**src/rtl/rw_ram_sync_param.sv**
```systemverilog
// Single-port synchronous RAM with registered write, 1- or 2-cycle pipelined read,
// and an optional post-reset sequencer that zeroes every word.
module rw_ram_sync_param #(
  parameter int unsigned DATA_W         = 4,
  parameter int unsigned ADDR_W         = 2,
  parameter int unsigned DEPTH          = 2 ** ADDR_W,
  parameter int unsigned READ_LATENCY   = 1,
  parameter bit          CLEAR_ON_RESET = 1'b1
) (
  input  logic              clk,
  input  logic              rst,
  input  logic              en,
  input  logic              we,
  input  logic [ADDR_W-1:0] address,
  input  logic [DATA_W-1:0] data_in,
  output logic [DATA_W-1:0] data_out,
  output logic              rd_valid,
  output logic              busy
);

  typedef enum logic [0:0] {StClear, StReady} state_e;

  localparam logic [ADDR_W-1:0] LastAddr = ADDR_W'(DEPTH - 1);
  localparam logic [ADDR_W:0]   DepthExt = (ADDR_W + 1)'(DEPTH);

  logic [DATA_W-1:0] mem [DEPTH];

  state_e            state_q, state_d;
  logic [ADDR_W-1:0] clr_ptr_q, clr_ptr_d;
  logic              in_range;
  logic              accept;
  logic              wr_en;
  logic              rd_req;
  logic [DATA_W-1:0] rd_word;
  logic [DATA_W-1:0] data_out_q;
  logic              rd_valid_q;

  always_comb begin
    state_d   = state_q;
    clr_ptr_d = clr_ptr_q;
    unique case (state_q)
      StClear: begin
        clr_ptr_d = clr_ptr_q + 1'b1;
        if (clr_ptr_q == LastAddr) state_d = StReady;
      end
      StReady: ;
      default: state_d = StReady;
    endcase
  end

  always_ff @(posedge clk or posedge rst) begin
    if (rst) begin
      state_q   <= CLEAR_ON_RESET ? StClear : StReady;
      clr_ptr_q <= '0;
    end else begin
      state_q   <= state_d;
      clr_ptr_q <= clr_ptr_d;
    end
  end

  // Addresses past DEPTH only exist when DEPTH is not a power of two.
  assign in_range = ({1'b0, address} < DepthExt);
  assign accept   = en && (state_q == StReady);
  assign wr_en    = accept && we && in_range;
  assign rd_req   = accept && !we;
  assign rd_word  = in_range ? mem[address] : '0;

  // No reset on the array; the clear sequencer owns the write port while busy.
  always_ff @(posedge clk) begin
    if (state_q == StClear) begin
      mem[clr_ptr_q] <= '0;
    end else if (wr_en) begin
      mem[address] <= data_in;
    end
  end

  if (READ_LATENCY == 2) begin : g_lat2
    logic              p1_valid_q;
    logic [DATA_W-1:0] p1_data_q;

    always_ff @(posedge clk or posedge rst) begin
      if (rst) begin
        p1_valid_q <= 1'b0;
        p1_data_q  <= '0;
        rd_valid_q <= 1'b0;
        data_out_q <= '0;
      end else begin
        p1_valid_q <= rd_req;
        if (rd_req) p1_data_q <= rd_word;
        rd_valid_q <= p1_valid_q;
        if (p1_valid_q) data_out_q <= p1_data_q;
      end
    end
  end else begin : g_lat1
    always_ff @(posedge clk or posedge rst) begin
      if (rst) begin
        rd_valid_q <= 1'b0;
        data_out_q <= '0;
      end else begin
        rd_valid_q <= rd_req;
        if (rd_req) data_out_q <= rd_word;
      end
    end
  end

  assign data_out = data_out_q;
  assign rd_valid = rd_valid_q;
  assign busy     = (state_q == StClear);

endmodule

```
**config.mk**
```make
export PLATFORM = sky130hd
export DESIGN_NAME = rw_ram_sync_param
export DESIGN_NICKNAME = d
export VERILOG_FILES = /design/src/rtl/rw_ram_sync_param.sv
export SDC_FILE = /design/constraint.sdc
export NUM_CORES = 1
export LEC_CHECK = 0
export CORE_MARGIN = 3
export CORE_UTILIZATION = 30
export DETAILED_ROUTE_END_ITERATION = 12
export GPL_ROUTABILITY_DRIVEN = 0
export PLACE_DENSITY = 0.56
export SYNTH_ARGS = -nofsm -noshare
export SYNTH_HDL_FRONTEND = slang
export SYNTH_SLANG_ARGS = --single-unit
```
**constraint.sdc**
```tcl
create_clock -name clk -period 1.51 [get_ports clk]
set_input_delay 0.151 -clock clk [delete_from_list [all_inputs] [get_ports clk]]
set_output_delay 0.151 -clock clk [all_outputs]
set_load 0.02 [all_outputs]
```
== Word-level counts from Yosys, hierarchy flattened ==
Memory sizes are Yosys's and may differ from the RTL's. A register that Yosys moved wholly into a read port is not among the register bits.
Index checks and enable logic that the tools add are counted.
Cells by class
  add/subtract/negate cells: 1
  equal/unequal tests: 1
  muxes and demuxes: 9
  bitwise gates (word level): 1
  reduce and logical (&&, ||, !) cells: 5
Operators with widths (count)
  $mux W1: 7
  $mux W4: 1
  $reduce_or A4 Y1: 1
  $logic_and A1 B1 Y1: 3
  $add A2 B1 Y2 const B: 1
  $eq A2 B2 Y1 const B: 1
  $mux W2: 1
  $logic_not A1 Y1: 1
  $not A1 Y1: 1
Storage, ports and cells
  register bits after elaboration: 4
  memory bits (writable): 16
  output and inout port bits: 6
  memories: 1
Memory list
  mem: depth 4, bits a word 4, rd ports 1, clocked after Yosys merged registers in 1, write ports 1, line 26  | logic [DATA_W-1:0] mem [DEPTH];

== Longest topological paths before layout ==
  depth in word-level cells: 7
  mapped depth: 4
  mapped depth without buffers: 2

== Least setup slack after synthesis ==
Ideal clock, no wire load.
  path kind: flip-flop to flip-flop
  from: register state_q
  to: memory mem[1][0] (enable)
  library setup time: 0.374 ns
  arrival: 0.976 ns
  data required time: 1.136 ns
  path slack: 0.161 ns
  stages on the path, launching flop included: 3
  buffers on the path: 1
  cell sequence: dfrtp_1 > buf_2 > o32ai_1
Between the ends
  longest elaborated chain between the ends: 7
  elaborated cells on any way between the ends: 9
Ends and longest elaborated chain
  start, declared: line 28  | state_e state_q, state_d;
  start signal, assigned: line 53  | state_q <= CLEAR_ON_RESET ? StClear : StReady;
  start signal, assigned: line 56  | state_q <= state_d;
  $logic_and A1 B1 Y1: line 63  | assign accept = en && (state_q == StReady);
  $logic_and A1 B1 Y1: line 64  | assign wr_en = accept && we && in_range;
  $mux W1: line 72  | end else if (wr_en) begin
  $mux W1: line 70  | if (state_q == StClear) begin
  $mux W1 (not written as such): line 73  | mem[address] <= data_in;
  $reduce_or A4 Y1 (no source line)
  $mux W2 (no source line) or $mux W1 (tied branches)
  end, declared: line 26
Parallel ways exist; a longest one is shown, timed or not.

== Worst setup path in the final report ==
  from: register data_out_q[0], in the netlist data_out[0], read port of mem
  to: output data_out[0]
RTL lines
  start, declared: line 35  | logic [DATA_W-1:0] data_out_q;
  end, declared: line 16  | output logic [DATA_W-1:0] data_out,
No word-level cell between the ends.

==> run metrics <==
crit path from data_out[0]; worst path bufs/invs 1; GRT overflow 0; fraction of layout cells with a size suffix above 1 0.2468; Total Power 1.154 mW; post-synth top area share 0.4788; drt total wl roughly 1.6 mm; final count of pins violating max slew 0; setup TNS 0 ns; peak supply drop 0.0004358 V; combinational family with the most area after synthesis multiplexers; Worst EP required between 1 and 1.5 ns; share of the core filled with cells 0.3984; clock period minus worst slack around 1.4 ns; Yosys warnings 0; slowest CP cell clkdlybuf4s50_1; placed insts 117; Post-synth EDFFs 16; Die Ht between 60 and 70 um; PortBufs 15; asr flop ratio synth 0.3333; vias around 530; initial antenna violation count 0; DR iter-0 viols 19; crit-path max FO 2; DPL Wire Length 1.236 mm; leakage power 0.5120 nW; r2r worst-path depth 2; Root Driver clkbuf_4; cell family with most CP delay buffers and inverters; CTS Buf Count 3; vias in the first global route just over 500; Design Area, Final ~1200 um^2; initial core utilization 0.3208; Synth Area in Compound Gates 0.03616; worst skew pair latency 0.31 ns; first-pass GRT wire length ~2.6 mm; # IOs 16; top cells by count, synth 16 x edfxtp_1, 8 x dfrtp_1, 5 x inv_1; Hold Violations, Final 0; Vias per Instance 4.413; Max Root-Sink Buffers 2; gr usage total 0.08887; post-synthesis mux area share 0.1608; Area growth syn-to-layout 24.19%; Worst R2R Start state_q; MaxCap Viol Count 0; Hold WC Path Type in2async; iteration count of the initial detailed-routing pass 2; Mapped Nets 68; wire per inst 13.43 um; Unique masters post-synth 22; CP Cell Sequence clkdlybuf4s50_1; Slew HR 0.7898; DIE AREA 4075 um^2; status completed; post-synthesis sequential area ratio 0.6783; most common cell in the netlist edfxtp_1; Synth Instances 57; simple-gate area share of the yosys netlist 0.06359; RSZ-0062 raised after global routing no; Power per Cell Area 925.7 nW/um^2; adder-cell share of the synthesized area 0.01247; predominant post-synthesis flop cell edfxtp_1; Routed Antenna Nets 0; dpl cell area between 1000 and 1500 um^2; synthesized cell area 1003 um^2; clk slew on worst S/H paths 0.12 ns; Core Rows 20; Setup violations, final 0; crit share post-route 0.9411; CP arrival 1.27 ns; FF+latch count, synth 24; # diodes 0; Worst Tran Pin Value 0.3150 ns; synth top area cells edfxtp_1 48%, dfrtp_1 20%, mux4_2 9.0%; Setup crit start kind flop; largest net degree at the start of global routing 14; # Post-CTS Setup Buffers 0; CTS tree done; Core ar. 3128 um^2; Syn Area/Cell 17.60 um^2; Max stage delay on crit path 0.60 ns; final net count 89; Fmax achieved 0.7037 GHz; CP endpoint kind primary output; H-tree depth 1; Levels on crit path 1; CTS sink count 24; final non-filler cell total 121; Synth area leader edfxtp_1; FILL cells about 300; Clock Skew 0.007686 ns; XOR/XNOR share of the synthesized area 0.008728; Crit Path Category reg2out; # DRC 0; Die X-Extent roughly 64 um
where the power goes:
group	total [mW]	switching (mW)	internal, mW	leakage, nW
combinational	0.152	0.0635	0.0884	0.233
clock	0.270	0.174	0.0965	0.0154
sequential	0.731	0.00893	0.723	0.264
cell families (layout without fill, tap and decap cells):
family | Yosys count | count (layout)
AND/OR/NAND/NOR | 10 | 10
adder cells (fa/ha/maj) | 1 | 1
buffers and inverters | 8 | 28
XOR/XNOR | 1 | 1
multiplexers | 9 | 9
AO/OA/AOI/OAI | 4 | 4
flip-flops | 24 | 24
through the flow:
stage | hold WS [ns] | setup slack, ns
global route | 0.09059 | 0.01758
global placement | 0.4193 | -0.1846
finish | 0.06987 | 0.08893
CTS | 0.07947 | 0.05767
detailed placement | 0.4299 | -0.1747
floorplan | -0.03334 | 0.1606
sequential cells by signal (all words and copies together) (netlist names):
register / flops
data_out: 4
rd_valid: 1
mem: 16
clr_ptr_q: 2
state_q: 1
cell usage in the layout, fill, tap and decap left out:
| master | instances |
|---|---|
| mux4_2 | 4 |
| xnor2_1 | 1 |
| and3b_1 | 1 |
| or2_2 | 1 |
| nor3_1 | 1 |
| and2_1 | 4 |
| clkdlybuf4s50_1 | 13 |
| nor2b_1 | 1 |
| clkbuf_4 | 3 |
| o32ai_1 | 1 |
| ha_1 | 1 |
| buf_4 | 4 |
| dfrtp_1 | 7 |
| dlymetal6s2s_1 | 1 |
| mux2_2 | 1 |
| and3_1 | 1 |
| o2bb2ai_1 | 1 |
| dfrtp_2 | 1 |
| a31o_2 | 1 |
| edfxtp_1 | 16 |
| clkinv_1 | 1 |
| a32o_1 | 1 |
| mux2_4 | 4 |
| inv_1 | 5 |
| nand4_1 | 1 |
| dlygate4sd2_1 | 1 |
path summary, 6_finish.rpt:
kind / to / slack (ns)
max in group asynchronous: state_q / 1.18
worst max register to register: mem[2][0] / 0.16
worst min register to register: data_out[2] / 0.52
worst max-delay path: data_out[0] / 0.09
min in group clk: data_out[2] / 0.52
worst min-delay path: clr_ptr_q[1] / 0.07
repair_timing:
| action | in CTS | in global routing |
|---|---|---|
| endpoints found under the setup margin | 1 | 1 |
| hold buffers | 0 | 0 |
| gates resized for setup | 2 | 1 |
layout make-up:
| class | instances | area (um^2) | share of cell area |
|---|---|---|---|
| Clock buffer | 3 | 22.52 | 0.01807 |
| Clock inverter | 1 | 3.754 | 0.003012 |
| Inverter | 5 | 18.77 | 0.01506 |
| Multi-Input combinational cell | 25 | 282.8 | 0.2269 |
| Sequential cell | 24 | 681.9 | 0.5472 |
| Tap cell | 44 | 55.05 | 0.04418 |
| Timing Repair Buffer | 19 | 181.4 | 0.1456 |
routing by layer:
| layer | part of all wire | global-route usage | vias to the layer above |
|---|---|---|---|
| met5 | 0 | 0 | - |
| met4 | 0.0049 | 0.01617 | 0 |
| met3 | 0.069 | 0.04745 | 2 |
| met2 | 0.49 | 0.1419 | 16 |
| met1 | 0.43 | 0.1066 | 263 |
| li1 | - | - | 253 |
Power figures use the tool's default switching activity.
==> edit 1: new RTL, config.mk and constraints unchanged <==
`ADDR_W`: 2 -> 1.
--- a/src/rtl/rw_ram_sync_param.sv
+++ b/src/rtl/rw_ram_sync_param.sv
@@ -4,3 +4,3 @@
   parameter int unsigned DATA_W         = 4,
-  parameter int unsigned ADDR_W         = 2,
+  parameter int unsigned ADDR_W         = 1,
   parameter int unsigned DEPTH          = 2 ** ADDR_W,
Ports: changed (resized address); port bits go from 16 to 15. No check against the original RTL was run, so the function may have changed too.
==> edit 1 against the original RTL <==
Wire length shrank 47%. Global-route usage fell by 1.3 points. Clock power down 15%. Cell area fell by 35%. Setup slack better by 0.019 ns. Critical path depth is the same. Worst hold slack improved by 0.021 ns. Area after synthesis fell by 39%. Sequential cell count shrank 9. Power is 28% lower. Clock skew down 0.0034 ns. Sequential power down 36%. Die area shrank 36%. Critical endpoint is now data_out[2]. Largest cell class unchanged.
==> edit 1: results (changes against the original RTL) <==
stage,metric,value,unit,change
timing,clock_skew,0.004336,ns,was 0.007686 ns
drt,wl_met1,405,um,was 700 um
final_layout,nFillCells,186,,was 302
cts,clkSlewWorstSetupHoldPaths,0.09,ns,was 0.12 ns
cts,cts_buffers,3,,unchanged
logic_synthesis,ys_seq_area_share,67.62,%,was 67.83%
global_routing,grtUsageTotal,7.588,%,was 8.887%
drt,drt_iter0_drc,2,,was 19
drt,wire_per_inst,10.83,um,was 13.43 um
setup_path,r2r_end,mem[0][0]$_DFFE_PP_,,was mem[2][0]$_DFFE_PP_
setup_path,setup.worst_path.start,data_out[2]$_DFFE_PP0P_,,was data_out[0]$_DFFE_PP0P_
drt,dr_wl_met3,77,um,was 112 um
logic_synthesis,yosysUniqueCellTypes,14,,was 22
final_layout,largest_reg_flops,8,,was 16
global_routing,grt_max_degree,9,,was 14
global_routing,first_global_vias,332,,was 508
power,vdd_drop_max,406.8,uV,was 435.8 uV
global_routing,grt_pass1_wl,1380,um,was 2601 um
final_layout,drive_gt1_share,25.45,%,was 24.68%
logic_synthesis,synthesis.nets,46,,was 68
run_status,outcome,completed,,unchanged
logic_synthesis,async_flop_share,46.67,%,was 33.33%
final_layout,fin_nets,65,,was 89
setup_path,critPathCapture,data_out[2],,was data_out[0]
cts,clk_latency,0.28,ns,was 0.31 ns
logic_synthesis,synth_edf_count,8,,was 16
cts,post_cts_resize_count,1,,was 2
setup_path,worst-r2r-setup-slack,0.26,ns,was 0.16 ns
setup_path,arrival,1.25,ns,was 1.27 ns
setup_path,r2r_cells,3,,was 2
[edit 1: cell types whose count changed after synthesis, moves of 3 or more]
cell and change:
mux4_2 -4, edfxtp_1 -8, inv_1 -3, mux2_2 +3
[edit 1: metrics by stage]
| step | cells | total power, mW | setup slack (ns) | util (%) |
|---|---|---|---|---|
| floorplan | 37 | 0.5483 | 0.2928 | - |
| global placement | 76 | 0.6129 | 0.01173 | 42.96 |
| detailed placement | 76 | 0.6145 | 0.001631 | 42.96 |
| CTS | 80 | 0.8394 | 0.1010 | 44.33 |
| global route | 80 | 0.8709 | 0.06081 | 44.33 |
| finish | 80 | 0.8321 | 0.1082 | 44.33 |
[edit 1: kinds of logic (layout without fill, tap and decap cells)]
logic type / count (synthesis) / after routing / share of synthesized area [%]
DFF: 15 / 15 / 67.62
muxes: 8 / 8 / 17.11
and+or+nand+nor: 8 / 8 / 8.554
buffers and inverters: 3 / 21 / 3.055
AOI/OAI and AO/OA: 2 / 2 / 2.240
xor gates and xnor gates: 1 / 1 / 1.426
[edit 1: per-layer routing]
layer | GRT usage (%) | vias to the layer above
li1 | - | 166
met1 | 8.688 | 154
met2 | 11.16 | 14
met3 | 3.499 | 2
met4 | 5.240 | 0
met5 | 0 | -
[edit 1: cell type report]
type | instances | share of cell area (%)
flip-flops and latches | 15 | 51.47
clock buffers | 4 | 3.256
inverters | 2 | 0.9302
well taps | 25 | 3.876
multi-input cells | 19 | 22.33
repair buffers | 15 | 18.14
[edit 1: report_power, final]
group          internal, mW  leakage (nW)  total (mW)  switching (mW)
clock                 0.102        0.0150       0.229           0.126
sequential            0.455         0.160       0.466          0.0106
combinational        0.0839         0.161       0.137          0.0535
==> edit 2: new RTL, same settings <==
Made on the original files. Make the reset (`rst`) synchronous in 3 clocked blocks.
--- a/src/rtl/rw_ram_sync_param.sv
+++ b/src/rtl/rw_ram_sync_param.sv
@@ -50,3 +50,3 @@
 
-  always_ff @(posedge clk or posedge rst) begin
+  always_ff @(posedge clk) begin
     if (rst) begin
@@ -80,3 +80,3 @@
 
-    always_ff @(posedge clk or posedge rst) begin
+    always_ff @(posedge clk) begin
       if (rst) begin
@@ -94,3 +94,3 @@
   end else begin : g_lat1
-    always_ff @(posedge clk or posedge rst) begin
+    always_ff @(posedge clk) begin
       if (rst) begin
Function: differs if rst is asserted again (counterexample within 10 cycles, from zero or initial values and one cycle with rst high); with rst held inactive, the same outputs for 10 cycles.
==> edit 2 against the original RTL <==
Clock skew down 0.0033 ns. Sequential cell count unchanged. Die area down 2.8%. Critical path depth unchanged. Area after synthesis down 3.1%. Register-to-register slack better by 0.05 ns. Power up 26%. Count of clock-buffer cells in the layout unchanged. Cell area up 4.3%. Setup slack better by 0.012 ns. Via count up 8.8%. Wire length up 3.4%. Non-clock buffer count up 8.
==> edit 2: results (changes against the original RTL) <==
stage,metric,value,unit,change
run_status,outcome,completed,,unchanged
logic_synthesis,post_synth_fa_ha_maj_area_fraction,1.287,%,was 1.247%
final_layout,fin_nets,104,,was 89
logic_synthesis,synthTopCellsByCount,"edfxtp_1 (16), dfxtp_1 (8)",,"was edfxtp_1 (16), dfrtp_1 (8), inv_1 (5)"
final_layout,regMostFlops,mem,,unchanged
timing,clock_skew,0.004428,ns,was 0.007686 ns
logic_synthesis,muxShareOfSynthArea,10.30,%,was 16.08%
cts,clk_latency,0.31,ns,about the same
drt,drt_iter0_drc,13,,was 19
power,vdd_drop_max,613.3,uV,was 435.8 uV
logic_synthesis,synth_compound_area_share,7.722,%,was 3.616%
final_layout,multi_input_comb_cells,33,,was 25
final_layout,buf_share,18.38,%,was 14.56%
logic_synthesis,avgSynthCellArea,15.19,sq um,was 17.60 sq um
placement,place_ws,-0.1305,ns,was -0.1747 ns
drt,viasPerCell,4.272,,was 4.413
setup_path,arrival,1.26,ns,
logic_synthesis,ys_seq_area_share,65.89,%,was 67.83%
logic_synthesis,synthesis.nets,75,,was 68
cts,h-tree-depth,1,,unchanged
final_layout,inv_count,4,,was 5
cts,clkSlewWorstSetupHoldPaths,0.14,ns,was 0.12 ns
logic_synthesis,synth_edf_count,16,,unchanged
global_routing,grtUsageTotal,9.132,%,was 8.887%
die,die_area,3960,sq um,was 4075 sq um
worst_hold_path,hold_path.class,reg2reg,,was in2async
final_layout,multi_input_area_share,22.81,%,was 22.69%
final_layout,seq_area,641.9,sq um,was 681.9 sq um
cts,cts_root_buf,clkbuf_4,,unchanged
timing,max-slew-margin-rel,82.90,%,was 78.98%
power,totalPowerFinal,1.458,mW,was 1.154 mW
logic_synthesis,synth_xor_area_share,0,%,was 0.8728%
logic_synthesis,async_flop_share,0,%,was 33.33%
placement,postPlaceCellArea,1247,sq um,was 1217 sq um
final_layout,nFillCells,279,,was 302
logic_synthesis,ys_top_cells_by_area,"edfxtp_1 (49%), dfxtp_1 (16%), mux4_2 (9.3%), a22o_1 (3.6%), o32ai_1 (3.6%)",,"was edfxtp_1 (48%), dfrtp_1 (20%), mux4_2 (9.0%), mux2_4 (6.0%), and2_1 (2.5%)"
global_routing,grt_max_degree,15,,was 14
power,cellLeakagePower,0.4803,nW,was 0.5120 nW
final_layout,nFlopsAndLatches,24,,unchanged
final_layout,drive_gt1_share,25.00,%,was 24.68%
cts,postCtsSetupBuffers,0,,unchanged
final_layout,n_all_buffers,27,,was 19
placement,dp_hpwl,1334,um,was 1236 um
final_layout,diodes,0,,unchanged
final_layout,clk_share,4.042,%,was 2.108%
drt,wire_per_inst,12.36,um,was 13.43 um
cts,post_cts_resize_count,1,,was 2
final_layout,finalCoreUtilization,42.24,%,was 39.84%
setup_path,worst-path-max-fanout,2,,unchanged
power,power.switching,308.0,uW,was 246.2 uW
drt,vias,581,,was 534
flow_run,max-cap-violations,0,,unchanged
global_routing,grt_pass1_wl,2835,um,was 2601 um
global_routing,first_global_vias,592,,was 508
placement,dp.cells,132,,was 117
edit 2: cell types whose count changed after synthesis, sizes merged, moves of 3 or more:
| cell | change |
|---|---|
| nor2b | +3 |
| mux2 | -5 |
| dfrtp | -8 |
| dfxtp | +8 |
| a22o | +4 |
| nor2 | +3 |
| o32ai | +3 |
edit 2: cells by family (layout without fill, tap and decap cells):
| family | after synthesis | after routing |
|---|---|---|
| AO/OA/AOI/OAI | 9 | 9 |
| adder cells (fa/ha/maj) | 1 | 1 |
| buffers and inverters | 7 | 35 |
| flip-flops | 24 | 24 |
| multiplexers | 5 | 5 |
| AND/OR/NAND/NOR | 18 | 18 |
edit 2: power groups by stage:
| stage | registers [mW] | clock network (mW) | logic [mW] |
|---|---|---|---|
| 2_1_floorplan | 0.799 | 0 | 0.109 |
| 3_3_place_gp | 0.808 | 0 | 0.205 |
| 3_5_place_dp | 0.810 | 0 | 0.207 |
| 4_1_cts | 0.795 | 0.468 | 0.206 |
| 5_1_grt | 0.802 | 0.512 | 0.224 |
| 6_report | 0.795 | 0.461 | 0.202 |
edit 2: worst paths after layout:
check	start	end	slack, ns	cells after the start
hold reg to reg	clr_ptr_q[0]$_SDFFE_PP0N_	clr_ptr_q[0]$_SDFFE_PP0N_	0.51	2
setup reg to reg	state_q$_SDFF_PP0_	mem[2][3]$_DFFE_PP_	0.21	3
hold / removal	clr_ptr_q[0]$_SDFFE_PP0N_	clr_ptr_q[0]$_SDFFE_PP0N_	0.51	2
setup / recovery	data_out[0]$_SDFFE_PP0P_	data_out[0]	0.10	1
edit 2: layer usage:
layer | global-route usage, % | wire length (um) | vias to the layer above
met2 | 14.36 | 793 | 10
met4 | 2.479 | 0 | 0
met1 | 12.41 | 829 | 273
li1 | - | - | 298
met5 | 0 | 0 | -
met3 | 2.338 | 58 | 0
